**src/rtl/fir_pkg.sv**
```systemverilog
// Shared FIR definitions: default geometry, sequencer state type, counter sizing.
// Latency: n/a (types and constants only).
// Backpressure: n/a.
package fir_pkg;

  localparam int FIR_TAPS_DEF    = 16;
  localparam int FIR_WIDTH_DEF   = 16;
  localparam int FIR_RUN_CNT_W   = 16;

  // Sequencer phases: preload samples, load weights, then stream.
  typedef enum logic [1:0] {
    ST_IDLE = 2'd0,
    ST_WIND = 2'd1,
    ST_LOAD = 2'd2,
    ST_RUN  = 2'd3
  } fir_state_t;

  // Width of a counter that indexes 0..taps-1; never narrower than one bit.
  function automatic int tap_cnt_width(input int taps);
    return (taps > 1) ? $clog2(taps) : 1;
  endfunction

endpackage

```
**src/rtl/fir_sequencer.sv**
```systemverilog
// Steers one upstream word stream into FIR sample-preload, weight-load and streaming strobes.
// Latency: 1 cycle from accepted word to strobe, sustaining 1 word/cycle.
// Backpressure: s_ready low in IDLE and in any cfg_start cycle; otherwise always ready.
module fir_sequencer
  import fir_pkg::*;
#(
  parameter int TAPS  = FIR_TAPS_DEF,
  parameter int WIDTH = FIR_WIDTH_DEF
) (
  input  logic                     clk,
  input  logic                     rst,
  input  logic                     cfg_start,
  input  logic                     run_stop,
  input  logic                     s_valid,
  output logic                     s_ready,
  input  logic [WIDTH-1:0]         s_data,
  output logic                     wind,
  output logic                     load,
  output logic                     in_valid,
  output logic [WIDTH-1:0]         data,
  output logic                     cfg_done,
  output logic [FIR_RUN_CNT_W-1:0] run_count
);

  localparam int                CNT_W    = tap_cnt_width(TAPS);
  localparam logic [CNT_W-1:0]  LAST_TAP = CNT_W'(TAPS - 1);

  fir_state_t                 r_state;
  logic [CNT_W-1:0]           r_tap;
  logic                       r_wind;
  logic                       r_load;
  logic                       r_in_valid;
  logic [WIDTH-1:0]           r_data;
  logic                       r_cfg_done;
  logic [FIR_RUN_CNT_W-1:0]   r_run_count;

  logic                       w_ready;
  logic                       w_xfer;
  logic                       w_tap_last;
  logic [CNT_W-1:0]           w_tap_next;

  // Ready depends only on state and cfg_start, so a restart never swallows a word.
  assign w_ready    = (r_state != ST_IDLE) && !cfg_start;
  assign w_xfer     = s_valid && w_ready;
  assign w_tap_last = (r_tap == LAST_TAP);
  assign w_tap_next = w_tap_last ? '0 : (r_tap + CNT_W'(1));

  // Sequencer FSM with registered strobes, data, tap counter and run counter.
  always_ff @(posedge clk or posedge rst) begin
    if (rst) begin
      r_state     <= ST_IDLE;
      r_tap       <= '0;
      r_wind      <= 1'b0;
      r_load      <= 1'b0;
      r_in_valid  <= 1'b0;
      r_data      <= '0;
      r_cfg_done  <= 1'b0;
      r_run_count <= '0;
    end else begin
      // Strobes are single-cycle; they only rise on a transfer below.
      r_wind     <= 1'b0;
      r_load     <= 1'b0;
      r_in_valid <= 1'b0;

      if (cfg_start) begin
        // Restart wins over everything, including run_stop; nothing is accepted this cycle.
        r_state    <= ST_WIND;
        r_tap      <= '0;
        r_cfg_done <= 1'b0;
      end else begin
        unique case (r_state)
          ST_IDLE: begin
            // Parked until a new configuration; run_stop has no effect here.
          end

          ST_WIND: begin
            if (w_xfer) begin
              r_wind <= 1'b1;
              r_data <= s_data;
              if (w_tap_last) begin
                r_state <= ST_LOAD;
                r_tap   <= '0;
              end else begin
                r_tap <= w_tap_next;
              end
            end
          end

          ST_LOAD: begin
            if (w_xfer) begin
              r_load <= 1'b1;
              r_data <= s_data;
              if (w_tap_last) begin
                r_state     <= ST_RUN;
                r_tap       <= '0;
                r_run_count <= '0;
                r_cfg_done  <= 1'b1;
              end else begin
                r_tap <= w_tap_next;
              end
            end
          end

          ST_RUN: begin
            // A word arriving with run_stop is still forwarded and counted.
            if (w_xfer) begin
              r_in_valid  <= 1'b1;
              r_data      <= s_data;
              r_tap       <= w_tap_next;
              r_run_count <= r_run_count + FIR_RUN_CNT_W'(1);
            end
            if (run_stop) begin
              r_state    <= ST_IDLE;
              r_cfg_done <= 1'b0;
            end
          end

          default: begin
            r_state <= ST_IDLE;
          end
        endcase
      end
    end
  end

  assign s_ready   = w_ready;
  assign wind      = r_wind;
  assign load      = r_load;
  assign in_valid  = r_in_valid;
  assign data      = r_data;
  assign cfg_done  = r_cfg_done;
  assign run_count = r_run_count;

endmodule

```
**config.mk**
```make
export PLATFORM = sky130hd
export DESIGN_NAME = fir_sequencer
export DESIGN_NICKNAME = d
export VERILOG_FILES = /design/src/rtl/fir_pkg.sv /design/src/rtl/fir_sequencer.sv
export SDC_FILE = /design/constraint.sdc
export NUM_CORES = 1
export LEC_CHECK = 0
export CAP_MARGIN = 10
export CORE_UTILIZATION = 35
export DETAILED_ROUTE_END_ITERATION = 7
export GPL_ROUTABILITY_DRIVEN = 0
export GPL_TIMING_DRIVEN = 0
export PLACE_DENSITY = 0.6
export SLEW_MARGIN = 20
export SYNTH_ARGS = -nofsm -noshare
export SYNTH_HDL_FRONTEND = slang
export SYNTH_SLANG_ARGS = --single-unit
```
**constraint.sdc**
```tcl
create_clock -name clk -period 2.7 [get_ports clk]
set_clock_uncertainty 0.05 [all_clocks]
set_input_delay 0.54 -clock clk [delete_from_list [all_inputs] [get_ports clk]]
set_output_delay 0.54 -clock clk [all_outputs]
set_load 0.01 [all_outputs]
```
Word level (Yosys, flattened, before mapping)
Index checks and enable logic that the tools add are counted.
Widths: inputs -> output; s select.
{"block": "totals", "register_bits": 42, "output_inout_bits": 37, "word_cells": 69, "inputBits": 21}
{"block": "op_classes", "n_eq_ne": 14, "n_addsub": 2, "n_reduce_logical": 15, "n_bitwise": 1, "muxes": 29}
{"op": "$mux 16", "count": 3}
{"op": "$pmux 16 s2", "count": 1}
{"op": "$mux 4", "count": 5}
{"op": "$ne 3x3->1 const B", "count": 6}
{"op": "$add 16x1->16 const B", "count": 1}
{"op": "$mux 2", "count": 6}
{"op": "$mux 1", "count": 11}
{"op": "$pmux 4 s2", "count": 1}
{"op": "$ne 2x2->1 const B", "count": 3}
{"op": "$pmux 2 s3", "count": 1}
{"op": "$reduce_and 3->1", "count": 2}
{"op": "$reduce_and 6->1", "count": 1}
{"op": "$reduce_bool 3->1", "count": 2}
{"op": "$reduce_and 5->1", "count": 1}
{"op": "$add 4x1->4 const B", "count": 1}
{"op": "$eq 2x2->1 const B", "count": 2}
{"op": "$eq 4x4->1 const B", "count": 1}
{"op": "$reduce_and 4->1", "count": 1}
{"op": "$reduce_bool 2->1", "count": 2}
{"op": "$reduce_bool 4->1", "count": 1}
{"op": "$ne 3x1->1 const B", "count": 1}
{"op": "$reduce_or 3->1", "count": 1}
{"op": "$eq 2x1->1 const B", "count": 1}
{"op": "$logic_and 1x1->1", "count": 2}
{"op": "other kinds (4)", "count": 4}

Longest topological paths before layout
Gate-level depths: netlist (run 1).
{"block": "depth", "depth_word": 6, "mapped_depth": 7, "mapped_depth_nobuf": 7}

Worst setup path after synthesis (run 1)
Ideal clock, no wire load.
{"block": "synth_timing", "path_type": "register to register", "from": "register r_state[0]", "to": "register r_run_count[14] (netlist: run_count[14])", "required_time_ns": 2.522, "arrival_time_ns": 1.582, "path_buffers": 0, "setup_ns": 0.128, "stages_incl_launch_ff": 7, "synth_period_minus_slack_ns": 1.760, "setup_slack_ns": 0.940, "cell_sequence": "dfrtp_1 -> inv_1 -> ha_1 -> nand4bb_4 -> a2111oi_4 -> nand3_1 -> mux2i_1"}
{"block": "synth_between", "elab_chain_cells": 5, "elab_cells_between_ends": 11, "cone_classes": "eq/ne: 5; mux: 1; reduce/logical: 5"}
{"element": "start, declared", "line": "fir_sequencer.sv:28", "text": "fir_state_t r_state;"}
{"element": "start signal, assigned", "line": "fir_sequencer.sv:51", "text": "r_state <= ST_IDLE;"}
{"element": "start signal, assigned", "line": "fir_sequencer.sv:67", "text": "r_state <= ST_WIND;"}
{"element": "start signal, assigned", "line": "fir_sequencer.sv:81", "text": "r_state <= ST_LOAD;"}
{"element": "$reduce_bool 2->1", "line": "fir_sequencer.sv:43", "text": "assign w_ready = (r_state != ST_IDLE) && !cfg_start;"}
{"element": "$logic_and 1x1->1", "line": "fir_sequencer.sv:43"}
{"element": "$logic_and 1x1->1", "line": "fir_sequencer.sv:44", "text": "assign w_xfer = s_valid && w_ready;"}
{"element": "$ne 2x2->1 (no source line)"}
{"element": "$reduce_and 5->1 (no source line)"}
{"element": "end signal, assigned", "line": "fir_sequencer.sv:110", "text": "r_run_count <= r_run_count + FIR_RUN_CNT_W'(1);"}
{"element": "end, declared", "line": "fir_sequencer.sv:35", "text": "logic [FIR_RUN_CNT_W-1:0] r_run_count;"}
Parallel ways exist; a longest one is shown, timed or not.
A chain may end at the register's enable or synchronous reset.

Worst setup path after layout (run 1)
{"block": "layout_timing", "from": "input cfg_start", "to": "output s_ready"}
{"block": "layout_between", "elab_chain_cells": 2}
{"element": "start, declared", "line": "fir_sequencer.sv:12", "text": "input logic cfg_start,"}
{"element": "$logic_not 1->1", "line": "fir_sequencer.sv:43"}
{"element": "$logic_and 1x1->1", "line": "fir_sequencer.sv:43"}
{"element": "end, declared", "line": "fir_sequencer.sv:15", "text": "output logic s_ready,"}
No other way between the ends.

==> results of run 1 <==
## synthesized netlist by cell type (all sizes together)
library cell	n	area [µm²]
and3	5	31.3
inv	6	22.5
xor2	1	8.76
nand2	19	71.3
buf	4	22.5
o211ai	2	15.0
nand3	9	55.1
a41oi	1	8.76
a21oi	8	43.8
mux2	17	191
and4	2	17.5
and4b	1	10.0
clkbuf	2	7.51
a31oi	4	25.0
nor3b	1	12.5
mux2i	10	100
or3	2	12.5
o21ai	7	35.0
nor2b	4	25.0
a2111oi	2	36.3
o21a	2	15.0
nand2b	1	6.26
o41ai	1	8.76
nor2	10	37.5
ha	6	75.1
dfrtp	42	1050
a22o	2	17.5
nand4bb	1	27.5
and2	1	6.26
nand4	5	31.3
nor4	2	12.5
o211a	1	10.0
nor3	3	15.0
## worst max-delay path, delay by kind of cell
kind | cells | cell delay [ps]
buffers and inverters | 3 | 1270
AND/OR/NAND/NOR | 1 | 130
## worst paths after layout
| kind | end | cells past startpoint | slack [ps] | startpoint |
|---|---|---|---|---|
| setup / recovery | s_ready | 4 | 170 | cfg_start |
| hold reg to reg | run_count[15] | 1 | 430 | run_count[15] |
| hold / removal | run_count[15] | 1 | 430 | run_count[15] |
| min in group asynchronous | data[7] | 2 | 510 | rst |
| max in group asynchronous | run_count[2] | 3 | 1610 | rst |
| setup reg to reg | run_count[3] | 7 | 720 | r_state[0] |
## per-layer routing
metal / vias to the layer above / track usage, % / wire length [µm]
li1: 796 / - / -
met1: 786 / 21.8 / 2120
met2: 43 / 24.0 / 2070
met3: 2 / 4.71 / 240
met4: 0 / 5.09 / 43
met5: - / 0 / 0
## sequential cells by signal (all words and copies together) (netlist names)
name and count:
cfg_done 1, data 16, in_valid 1, load 1, r_state 2, r_tap 4, run_count 16, wind 1
## area by class of cell
| cell class | count | area share [%] |
|---|---|---|
| Timing Repair Buffer | 58 | 20.9 |
| Clock inverter | 2 | 1.31 |
| Multi-Input combinational cell | 130 | 33.6 |
| Buffer | 6 | 1.09 |
| Inverter | 6 | 0.786 |
| Clock buffer | 6 | 2.53 |
| Tap cell | 72 | 3.14 |
| Sequential cell | 42 | 36.7 |
## power by group
group          internal (µW)  switching [µW]
Combinational            192             116
Sequential               688            32.0
Clock                    276             229
## stage by stage
stage	cells	power [µW]
6_report	322	1530
2_1_floorplan	184	868
3_3_place_gp	313	1040
3_5_place_dp	314	1050
4_1_cts	322	1550
5_1_grt	322	1610
## logic make-up (layout without fill, tap and decap cells)
| logic type | after synthesis | count (layout) | share of synthesized area [%] |
|---|---|---|---|
| DFF | 42 | 42 | 50.9 |
| adders and majority gates | 6 | 6 | 3.63 |
| buffers and inverters | 12 | 78 | 2.54 |
| xor gates and xnor gates | 1 | 1 | 0.424 |
| AOI/OAI and AO/OA | 30 | 30 | 10.4 |
| and+or+nand+nor | 66 | 66 | 18.0 |
| muxes | 27 | 27 | 14.1 |
## repair_timing
| action | 4_1_cts | 5_1_grt |
|---|---|---|
| hold buffers | 0 | 0 |
| resized for setup | 0 | 2 |
| endpoints found under the setup margin | 0 | 1 |
==> impl_metrics.tcl, run 1 <==
set metrics [dict create \
    outcome "finished, final reports clean" \
    netlist-cell-type-count 39 \
    chipWidth_um 78.8 \
    wire_length_of_the_first_global_routing_pass_um 7720 \
    pwr_density_cell_nw_per_um2 535 \
    synthesis.yosys.warnings 0 \
    endpoint_kind "output pin" \
    post_synth_instance_area_um2 2070 \
    most-common-layout-cells "clkdlybuf4s50_1, dfrtp_1, nand2_1" \
    cts_made_buffers 5 \
    timing.critical_path.slowest_stage_cell "clkdlybuf4s50_1" \
    area.growth.synth_to_final_pct 38.7 \
    std_cell_rows 27 \
    postSynthCellCount 184 \
    multi_input_area_um2 962 \
    design_area_um2 2870 \
    post-route-period-util_pct 93.7 \
    antenna_cells 0 \
    worst_hold_margin_ps 427 \
    io-pin-count 58 \
    hold_class "reg2reg" \
    final.setup.tns_ps 0 \
    largest_fanout_on_the_critical_path 10 \
    crit_path_frequent_cell "clkdlybuf4s50_1" \
    first_pass_iters 4 \
    worstSkewPairLatency_ps 290 \
    synth.avg_cell_area_um2 11.2 \
    post-dp-hpwl_um 3220 \
    die-area_um2 6210 \
    maxCapViolCount 0 \
    slew_headroom_pct 69.3 \
    drive_gt1_share_pct 15.2 \
    count_of_nets_left_with_antenna_violations_after_detail_routing 0 \
    cts_buffer_depth 2 \
    postLayoutSetupSlackWorst_ps 170 \
    cp_data_required_time_ps 2110 \
    via_count 1627 \
    drt-vias-per-instance 5.05 \
    port_buffers 57 \
    dr.first_iter.drc_count 69 \
    cp_slowest_stage_delay_ps 550 \
    grt_setup_unrepaired "no" \
    ir_drop_uv 320 \
    num-fill-cells 533 \
    initial_core_util_pct 36.8 \
    fmax_mhz 395 \
    grt_start_max_net_pins 24 \
    timing_hold_violations_final 0 \
    synth_seq_cells 42 \
    cts-root-buf "clkbuf_8" \
    register_area_um2 1050 \
    cts_setup_buffers 0 \
    wl_per_cell_um 13.9 \
    placement.setup.worst_slack_ps 34.1 \
    detail_route.wirelength_um 4480 \
    clkSinkCount 42 \
    timing.critical_path.cells "clkdlybuf4s50_1 -> clkbuf_2 -> nor2_1 -> clkdlybuf4s50_1" \
    globalRouteTotalUtil_pct 15.9 \
    dpl-instance-area_um2 2750 \
    cts_htree_levels 2 \
    path_clk_slew_ps 90 \
    finish.net_count 276 \
    globalRouteOverflowTotal 0 \
    first_global_vias 1612 \
    finalWorstPathRequiredPeriod_ps 2530 \
    synth_sequential_area_ratio_pct 50.9 \
    floorplan.core_area_um2 5610 \
    timing.critical_path.arrival_ps 1940 \
    worstSetupPathType "in2out" \
    setup_viol_count_final 0 \
    slew_viol_final 0 \
    drc 0 \
    fin_util_pct 51.1 \
    synth.net_count 211 \
    dieHeight_um 78.8 \
    antenna_violations_before_repair 0 \
    worst-slew-pin-transition_ps 460 \
    tritoncts "done" \
    leakage_uw 0.00125 \
    final_common_cell "clkdlybuf4s50_1" \
    setup.worst_path.start_class "primary input" \
]
Note: power is estimated with default switching activity, not from simulation.
==> run 2: changes to the inputs <==
SKIP_LAST_GASP = 1   (was not set)
clock period = 2.8 ns   (was 2.7 ns; I/O delays follow)
==> results of run 2 <==
The final DEF is identical to that of run 1. Status: finished, final reports clean.
Among the figures that moved: setup slack after placement 34.1 ps -> 94.1 ps; setup slack after layout 170 ps -> 230 ps; register-to-register setup slack 720 ps -> 820 ps; total power 1530 µW -> 1480 µW; worst IR drop on VDD 320 µV -> 309 µV
